==> src/rtl/deser5_pkg.sv <==
// Shared constants and helpers for the 5-bit serial-to-parallel receiver.
// ins_pos maps the count of bits already received to the slot the next bit fills.
package deser5_pkg;

  localparam int WORD_W = 5;
  localparam int CNT_W  = 3;
  localparam logic [CNT_W-1:0] CNT_FULL = 3'd5;
  localparam logic [CNT_W-1:0] CNT_LAST = 3'd4;

  typedef logic [WORD_W-1:0] word_t;

  function automatic logic [CNT_W-1:0] ins_pos(input logic [CNT_W-1:0] cnt,
                                               input logic lsbf);
    return lsbf ? cnt : (CNT_LAST - cnt);
  endfunction

endpackage

==> src/rtl/deser5_rx_if.sv <==
// Serial-in / word-out port bundle of deser5_rx. The master drives the bit stream
// and consumes words. The slave is the receiver itself.
interface deser5_rx_if;
  import deser5_pkg::*;

  // Handshakes: a bit moves on a CLK edge with SDV && SRDY, and a word moves on a
  // CLK edge with QV && QR. Neither valid may wait for ready, SRDY depends only on
  // the receiver's internal count, and SDI is ignored whenever SDV is low.
  logic             SDI;
  logic             SDV;
  logic             SRDY;
  logic             SCLR;
  word_t            Q;
  logic             QV;
  logic             QR;
  logic             ZN;
  logic [CNT_W-1:0] CNT_DBG;

  modport master (output SDI, SDV, SCLR, QR,
                  input  SRDY, Q, QV, ZN, CNT_DBG);
  modport slave  (input  SDI, SDV, SCLR, QR,
                  output SRDY, Q, QV, ZN, CNT_DBG);
endinterface

==> src/rtl/deser5_shift.sv <==
// Accumulates serial bits into a 5-bit shift word. A completed word is parked
// (count 5) while the holding register downstream is occupied.
module deser5_shift
  import deser5_pkg::*;
#(
  parameter bit LSBF = 1'b1
) (
  input  logic             clk_i,
  input  logic             rst_i,
  input  logic             sclr_i,
  input  logic             bit_i,
  input  logic             bit_vld_i,
  input  logic             room_i,
  input  logic             take_i,
  output word_t            word_o,
  output logic             load_o,
  output logic             srdy_o,
  output logic [CNT_W-1:0] cnt_o
);

  word_t            sh_q, sh_d, sh_ins;
  logic [CNT_W-1:0] cnt_q, cnt_d, pos;
  logic             pend, accept;

  always_comb begin
    pend   = (cnt_q == CNT_FULL);
    accept = bit_vld_i && !pend;
    pos    = ins_pos(cnt_q, LSBF);
    sh_ins = sh_q;
    for (int i = 0; i < WORD_W; i++) begin
      if (pos == CNT_W'(i)) sh_ins[i] = bit_i;
    end

    sh_d   = sh_q;
    cnt_d  = cnt_q;
    load_o = 1'b0;
    // A parked word is already complete in sh_q; otherwise the word includes the incoming bit.
    word_o = pend ? sh_q : sh_ins;

    if (sclr_i) begin
      sh_d  = '0;
      cnt_d = '0;
    end else if (pend) begin
      if (take_i) begin
        load_o = 1'b1;
        cnt_d  = '0;
      end
    end else if (accept) begin
      sh_d = sh_ins;
      if (cnt_q == CNT_LAST) begin
        if (room_i) begin
          load_o = 1'b1;
          cnt_d  = '0;
        end else begin
          cnt_d = CNT_FULL;
        end
      end else begin
        cnt_d = cnt_q + 1'b1;
      end
    end
  end

  always_ff @(posedge clk_i) begin
    if (rst_i) begin
      sh_q  <= '0;
      cnt_q <= '0;
    end else begin
      sh_q  <= sh_d;
      cnt_q <= cnt_d;
    end
  end

  assign srdy_o = !pend;
  assign cnt_o  = cnt_q;

endmodule

==> src/rtl/deser5_rx.sv <==
// 5-bit serial receiver: the shift stage assembles words, this level holds one
// finished word in Q/QV until the consumer takes it.
module deser5_rx
  import deser5_pkg::*;
#(
  parameter bit LSBF = 1'b1
) (
  input  logic        CLK,
  input  logic        RST,
  deser5_rx_if.slave  bus
);

  word_t            word, q_q, q_d;
  logic             load, srdy, room;
  logic             qv_q, qv_d;
  logic [CNT_W-1:0] cnt;

  // The holding register is free for a new word if empty or being consumed this edge.
  assign room = !qv_q || bus.QR;

  deser5_shift #(.LSBF(LSBF)) u_shift (
    .clk_i     (CLK),
    .rst_i     (RST),
    .sclr_i    (bus.SCLR),
    .bit_i     (bus.SDI),
    .bit_vld_i (bus.SDV),
    .room_i    (room),
    .take_i    (bus.QR),
    .word_o    (word),
    .load_o    (load),
    .srdy_o    (srdy),
    .cnt_o     (cnt)
  );

  always_comb begin
    q_d  = q_q;
    qv_d = qv_q;
    if (load) begin
      q_d  = word;
      qv_d = 1'b1;
    end else if (qv_q && bus.QR) begin
      qv_d = 1'b0;
    end
  end

  always_ff @(posedge CLK) begin
    if (RST) begin
      q_q  <= '0;
      qv_q <= 1'b0;
    end else begin
      q_q  <= q_d;
      qv_q <= qv_d;
    end
  end

  assign bus.Q       = q_q;
  assign bus.QV      = qv_q;
  assign bus.ZN      = ~|q_q;
  assign bus.SRDY    = srdy;
  assign bus.CNT_DBG = cnt;

endmodule

==> src/flat_wrapper.sv <==
// flat-port wrapper written by rule: the top's interface ports become plain ports
module deser5_rx_flat import deser5_pkg::*;
#(
  parameter bit LSBF = 1'b1
)
  (CLK, RST, bus_SDI, bus_SDV, bus_SCLR, bus_QR, bus_SRDY, bus_Q, bus_QV, bus_ZN, bus_CNT_DBG);
  deser5_rx_if bus_i ();
  input  logic CLK;
  input  logic RST;
  input wire logic [$bits(bus_i.SDI)-1:0] bus_SDI;
  input wire logic [$bits(bus_i.SDV)-1:0] bus_SDV;
  input wire logic [$bits(bus_i.SCLR)-1:0] bus_SCLR;
  input wire logic [$bits(bus_i.QR)-1:0] bus_QR;
  output wire logic [$bits(bus_i.SRDY)-1:0] bus_SRDY;
  output wire logic [$bits(bus_i.Q)-1:0] bus_Q;
  output wire logic [$bits(bus_i.QV)-1:0] bus_QV;
  output wire logic [$bits(bus_i.ZN)-1:0] bus_ZN;
  output wire logic [$bits(bus_i.CNT_DBG)-1:0] bus_CNT_DBG;
  assign bus_i.SDI = bus_SDI;
  assign bus_i.SDV = bus_SDV;
  assign bus_i.SCLR = bus_SCLR;
  assign bus_i.QR = bus_QR;
  assign bus_SRDY = bus_i.SRDY;
  assign bus_Q = bus_i.Q;
  assign bus_QV = bus_i.QV;
  assign bus_ZN = bus_i.ZN;
  assign bus_CNT_DBG = bus_i.CNT_DBG;
  deser5_rx #(.LSBF(LSBF)) u_core (.CLK(CLK), .RST(RST), .bus(bus_i));
endmodule
==> config.mk <==
export PLATFORM = sky130hd
export DESIGN_NAME = deser5_rx_flat
export DESIGN_NICKNAME = d
export VERILOG_FILES = /design/src/rtl/deser5_pkg.sv /design/src/rtl/deser5_rx_if.sv /design/src/rtl/deser5_shift.sv /design/src/rtl/deser5_rx.sv /design/src/flat_wrapper.sv
export SDC_FILE = /design/constraint.sdc
export NUM_CORES = 1
export LEC_CHECK = 0
export BUFFER_PORTS_ARGS = -buffer_cell sky130_fd_sc_hd__buf_2
export CAP_MARGIN = 20
export CORE_UTILIZATION = 56
export DETAILED_ROUTE_END_ITERATION = 8
export PLACE_DENSITY = 0.9
export RECOVER_POWER = 25
export SLEW_MARGIN = 40
export SYNTH_ARGS = -nofsm -noshare
export SYNTH_HDL_FRONTEND = slang
export SYNTH_SLANG_ARGS = --single-unit
==> constraint.sdc <==
create_clock -name CLK -period 2.9 [get_ports CLK]
set_clock_uncertainty 0.15 [all_clocks]
set_input_delay 0.145 -clock CLK [delete_from_list [all_inputs] [get_ports CLK]]
set_output_delay 0.145 -clock CLK [all_outputs]
set_load 0.05 [all_outputs]
After elaboration in Yosys (flattened, before gate mapping)
Cells that the tools add are included.

Bits in registers: 14. Word-level logic and storage cells: 44. Input port bits: 6. Output and inout bits: 11.

Reduce and logical (&&, ||, !) cells: 13. Muxes and demuxes: 19. Bitwise logic cells: 1. Add/subtract/negate cells: 1. Eq/ne operators: 6.

Operator list (count): 2-to-1 mux 3 bit (5); 2-to-1 mux 1 bit (13); equality test 3 x 2 -> 1 bit, second input constant (2); equality test 3 bit, second input constant (2); 2-to-1 mux 5 bit (1); OR reduction 5 bit (1); AND reduction 2 bit (2); nonzero test 2 bit (2); adder 3 x 1 -> 3 bit, second input constant (1); equality test 3 x 1 -> 1 bit, second input constant (1); logical NOT 1 bit (3); logical NOT 3 bit (1); logical AND 1 bit (2); inequality test 2 bit, second input constant (1); OR reduction 2 bit (1); logical OR 1 bit (1); NOT 1 bit (1).

Depth between registers and ports, before layout
Depth in word-level cells: 8. Gate-level depth with buffers: 7. Mapped depth without buffers: 5.

Modules after synthesis
Synthesis repeated with hierarchy kept, for this count alone.

Cells, all modules: 89. Area, all modules: 784.5 um2.

By module, submodules not included: deser5_shift (cells each 67, area an instance 564.3 um2, times used 1, sequential area each 160.2 um2); deser5_rx (cells each 22, area an instance 220.2 um2, times used 1, sequential area each 120.1 um2).

Worst setup path after synthesis
No wires, ideal clock.

Kind: flip-flop to flip-flop. From: reg u_core.u_shift.cnt_q[0] (netlist: u_core.u_shift.cnt_o[0]). To: reg u_core.q_q[3] (netlist: u_core.bus.Q[3]). Setup slack: 0.763 ns. Path buffers: 1. Required time: 2.659 ns. Setup time: 0.091 ns. Period minus slack after synthesis: 2.137 ns. Stages on the path, launching flop included: 6. Data arrival time: 1.896 ns. Cells stage by stage: dfxtp_1 ha_1 buf_4 nand2_1 a21bo_2 a311oi_1.

Word-level cells in the longest chain between the ends: 6. Elaborated cells between the ends (all ways): 11. Classes of those cells: eq/ne (3); mux (6); reduce/logical (2).

Ends and longest elaborated chain: from (decl) (line deser5_shift.sv:22) `logic [CNT_W-1:0] cnt_q, cnt_d, pos;`; from (signal assigned) (line deser5_shift.sv:69) `cnt_q <= cnt_d;`; equality test 3 bit (line deser5_shift.sv:26) `pend = (cnt_q == CNT_FULL);`; logical NOT 1 bit; via bus_SRDY (line flat_wrapper.sv:14) `output wire logic [$bits(bus_i.SRDY)-1:0] bus_SRDY;`; logical AND 1 bit (line deser5_shift.sv:27) `accept = bit_vld_i && !pend;`; 2-to-1 mux 1 bit (line deser5_shift.sv:48) `end else if (accept) begin`; 2-to-1 mux 1 bit (line deser5_shift.sv:43) `end else if (pend) begin`; 2-to-1 mux 1 bit (line deser5_shift.sv:40) `if (sclr_i) begin`; to (signal assigned) (line deser5_rx.sv:51) `q_q <= q_d;`; to (decl) (line deser5_rx.sv:13) `word_t word, q_q, q_d;`.

The timed path passes the listed nets, and every way through them passes these cells. A chain may end at the register's enable or synchronous reset.

Worst setup path after layout
From: reg u_core.u_shift.cnt_q[0] (netlist: u_core.u_shift.cnt_o[0]). To: reg u_core.q_q[4] (netlist: u_core.bus.Q[4]).

Word-level cells in the longest chain between the ends: 6. Elaborated cells between the ends (all ways): 10. Classes of those cells: eq/ne (2); mux (6); reduce/logical (2).

Ends and longest elaborated chain (line): equality test 3 bit (deser5_shift.sv:26); logical NOT 1 bit (deser5_shift.sv:27); logical AND 1 bit (deser5_shift.sv:27); 2-to-1 mux 1 bit (deser5_shift.sv:48); 2-to-1 mux 1 bit (deser5_shift.sv:43); 2-to-1 mux 1 bit (deser5_shift.sv:40).

Several ways; a longest one is shown, not always the timed one.

==> metrics.csv <==
stage;metric;value;unit
outcome;status;finished, final reports clean;
yosys;synth_edf_count;0;
timing;slew_viol_final;0;
worst_setup_path;arrival;1.87;ns
pwr;pwr_density_cell;398;nW/um2
yosys;ys.flop_type;dfxtp_1;
layout;antenna_cells;0;
die;io_pins;17;
pwr;ir_worst_vdd;0.000246;V
die;coreArea;1350;um2
clock_tree;clk_pin_slew_worst_paths;0.08;ns
placed_design;placedCellCount;118;
yosys;synth_cell_types;30;
layout;synthToLayoutAreaGrowth;7.94;%
clock_tree;cts_setup_buffers;0;
placed_design;portBuffers;16;
grt;grt_antenna_before_repair;0;
grt;grtUsageTotal;25.4;%
timing;whs;0.0309;ns
timing;period_share;63.1;%
clock_tree;cts_root_buf;clkbuf_4;
die;start_util;63.0;%
yosys;synthTopCellsByCount;14 x dfxtp_1, 7 x a21oi_1, 7 x a311oi_1, 7 x nor2_1;
grt;grt.overflow.total;0;
timing;period_minus_slack;1.83;ns
worst_setup_path;critPathKind;flip-flop to flip-flop;
placed_design;dp_slack;1.07;ns
clock_tree;cts_tree;built;
die;die_y;41.0;um
clock_tree;cts_inserted_buffers;3;
yosys;synth_top_area_share;32.9;%
timing;tns;0;ns
die;rows;13;
timing;setup_viol;0;
route;drc;0;
worst_setup_path;cp-end-kind;flip-flop;
pwr;power;0.000366;W
timing;worst_pin_slew;0.598;ns
route;vias;772;
yosys;synthArstFlopShare;0;%
clock_tree;cts_buffer_depth;2;
yosys;synth-seq-area-share;32.9;%
yosys;syn-cell-area;851;um2
placed_design;dp_hpwl;1270;um
worst_setup_path;startpoint_type;flip-flop;
yosys;synth.top_cells.by_area;dfxtp_1 33%, ha_1 7.4%, a311oi_1 7.2%;
timing;slew_headroom;60.3;%
clock_tree;numClockSinks;14;
run;drv_cap;0;
grt;grt_pass1_vias;653;
yosys;synth-seq-cells;14;
die;die_w;41.0;um
route;first_pass_iters;4;
layout;nets;120;
timing;hold_viol_final;0;
layout;drive_above_1_share;15.0;%
layout;layout.cells.non_filler;122;
worst_setup_path;path_max_fanout;8;
clock_tree;worst_skew_pair.late_latency;0.28;ns
route;postRouteAntennaNets;0;
grt;grt_max_degree;21;
hold_path;hp-class;primary input to flip-flop;
timing;grt_setup_unrepaired;no;
yosys;synth.most_common_cell;dfxtp_1;
clock_tree;cts_max_level;1;
clock_tree;cts.repair.resized;0;
layout;filler_cell_count;122;
worst_setup_path;crit_required;2.94;ns
yosys;yosys_warnings;0;
yosys;syn_inst;95;
yosys;synth_area_leader_cell;dfxtp_1;
route;routed_wl;1690;um
timing;max_freq;546;MHz
yosys;avgSynthCellArea;8.96;um2
die;fp.dieArea;1680;um2
route;drt_iter0_drc;26;
placed_design;place.gp.congestion;0.860;
yosys;syn-num-nets;106;
route;wl_per_cell;13.8;um
timing;setup_ws;1.07;ns
route;vias_per_cell;6.33;
grt;grt_pass1_wl;2750;um
pwr;leakagePower;0.358;nW
-- critical path, cell delays in order (launching register included) --
cell and delay [ns]:
dfxtp_1 0.42, inv_1 0.09, ha_1 0.30, and3b_1 0.29, a31o_4 0.27, a311oi_1 0.22
-- per-layer routing --
layer,GRT usage (%),part of all wire [%],up-vias
met1,27.7,43,366
li1,-,-,377
met5,0,0,-
met4,5.00,0.30,0
met2,45.7,49,27
met3,9.78,7.3,2
-- through the flow --
step,util (%),cell area [um2]
4_1_cts,68.6,926
6_report,68.0,918
3_3_place_gp,66.2,893
2_1_floorplan,-,851
3_5_place_dp,66.2,893
5_1_grt,68.0,918
-- cell type report --
| type | instances | area, um2 | area share, % |
|---|---|---|---|
| Multi-Input combinational cell | 69 | 499 | 54.4 |
| Inverter | 4 | 15.0 | 1.63 |
| Sequential cell | 14 | 280 | 30.5 |
| Clock buffer | 3 | 22.5 | 2.45 |
| Tap cell | 15 | 18.8 | 2.04 |
| Timing Repair Buffer | 17 | 82.6 | 8.99 |
-- worst paths after layout --
path | from | end | slack, ns | cells past startpoint
worst min-delay path | bus_SDV | u_core.u_shift.cnt_o[2] | 0.03 | 3
worst min register to register | u_core.u_shift.sh_q[3] | u_core.u_shift.sh_q[3] | 0.34 | 2
worst max-delay path | u_core.u_shift.cnt_o[0] | u_core.bus.Q[4] | 1.07 | 5
worst max register to register | u_core.u_shift.cnt_o[0] | u_core.bus.Q[4] | 1.07 | 5
-- where the power goes --
group	switching (W)	total, W	internal, W
Combinational	0.0000374	0.0000569	0.0000194
Sequential	0.00000454	0.000200	0.000195
Clock	0.0000609	0.000109	0.0000482
-- sequential cells by signal, indices dropped and copies added (netlist names) --
name	flops
u_core.u_shift.sh_q	5
u_core.bus.Q	5
u_core.u_shift.cnt_o	3
u_core.bus.QV	1
-- cells in the final DEF, fill, tap and decap left out, drive strengths merged, types with 4 or more instances in the layout --
cell type   n
a211oi      4
ha          5
mux2i       6
dfxtp      14
buf        10
clkbuf      9
nand3       6
nor2        7
o21ai       4
a21oi       7
inv         4
a311oi      7
-- what timing repair did --
| item | CTS | global route |
|---|---|---|
| hold buffers | 1 | 0 |
| endpoints found under the setup margin | 0 | 0 |
| hold endpoints to repair | 6 | 0 |
-- logic make-up (layout without fill, tap and decap cells) --
| family | count (synthesis) | in the layout | synth area share [%] |
|---|---|---|---|
| buffers and inverters | 12 | 24 | 8.38 |
| muxes | 6 | 6 | 7.06 |
| and+or+nand+nor | 30 | 30 | 20.2 |
| adders and majority gates | 5 | 5 | 7.35 |
| DFF | 14 | 14 | 32.9 |
| AOI/OAI and AO/OA | 28 | 28 | 24.1 |
(Power assumes the default switching activity.)
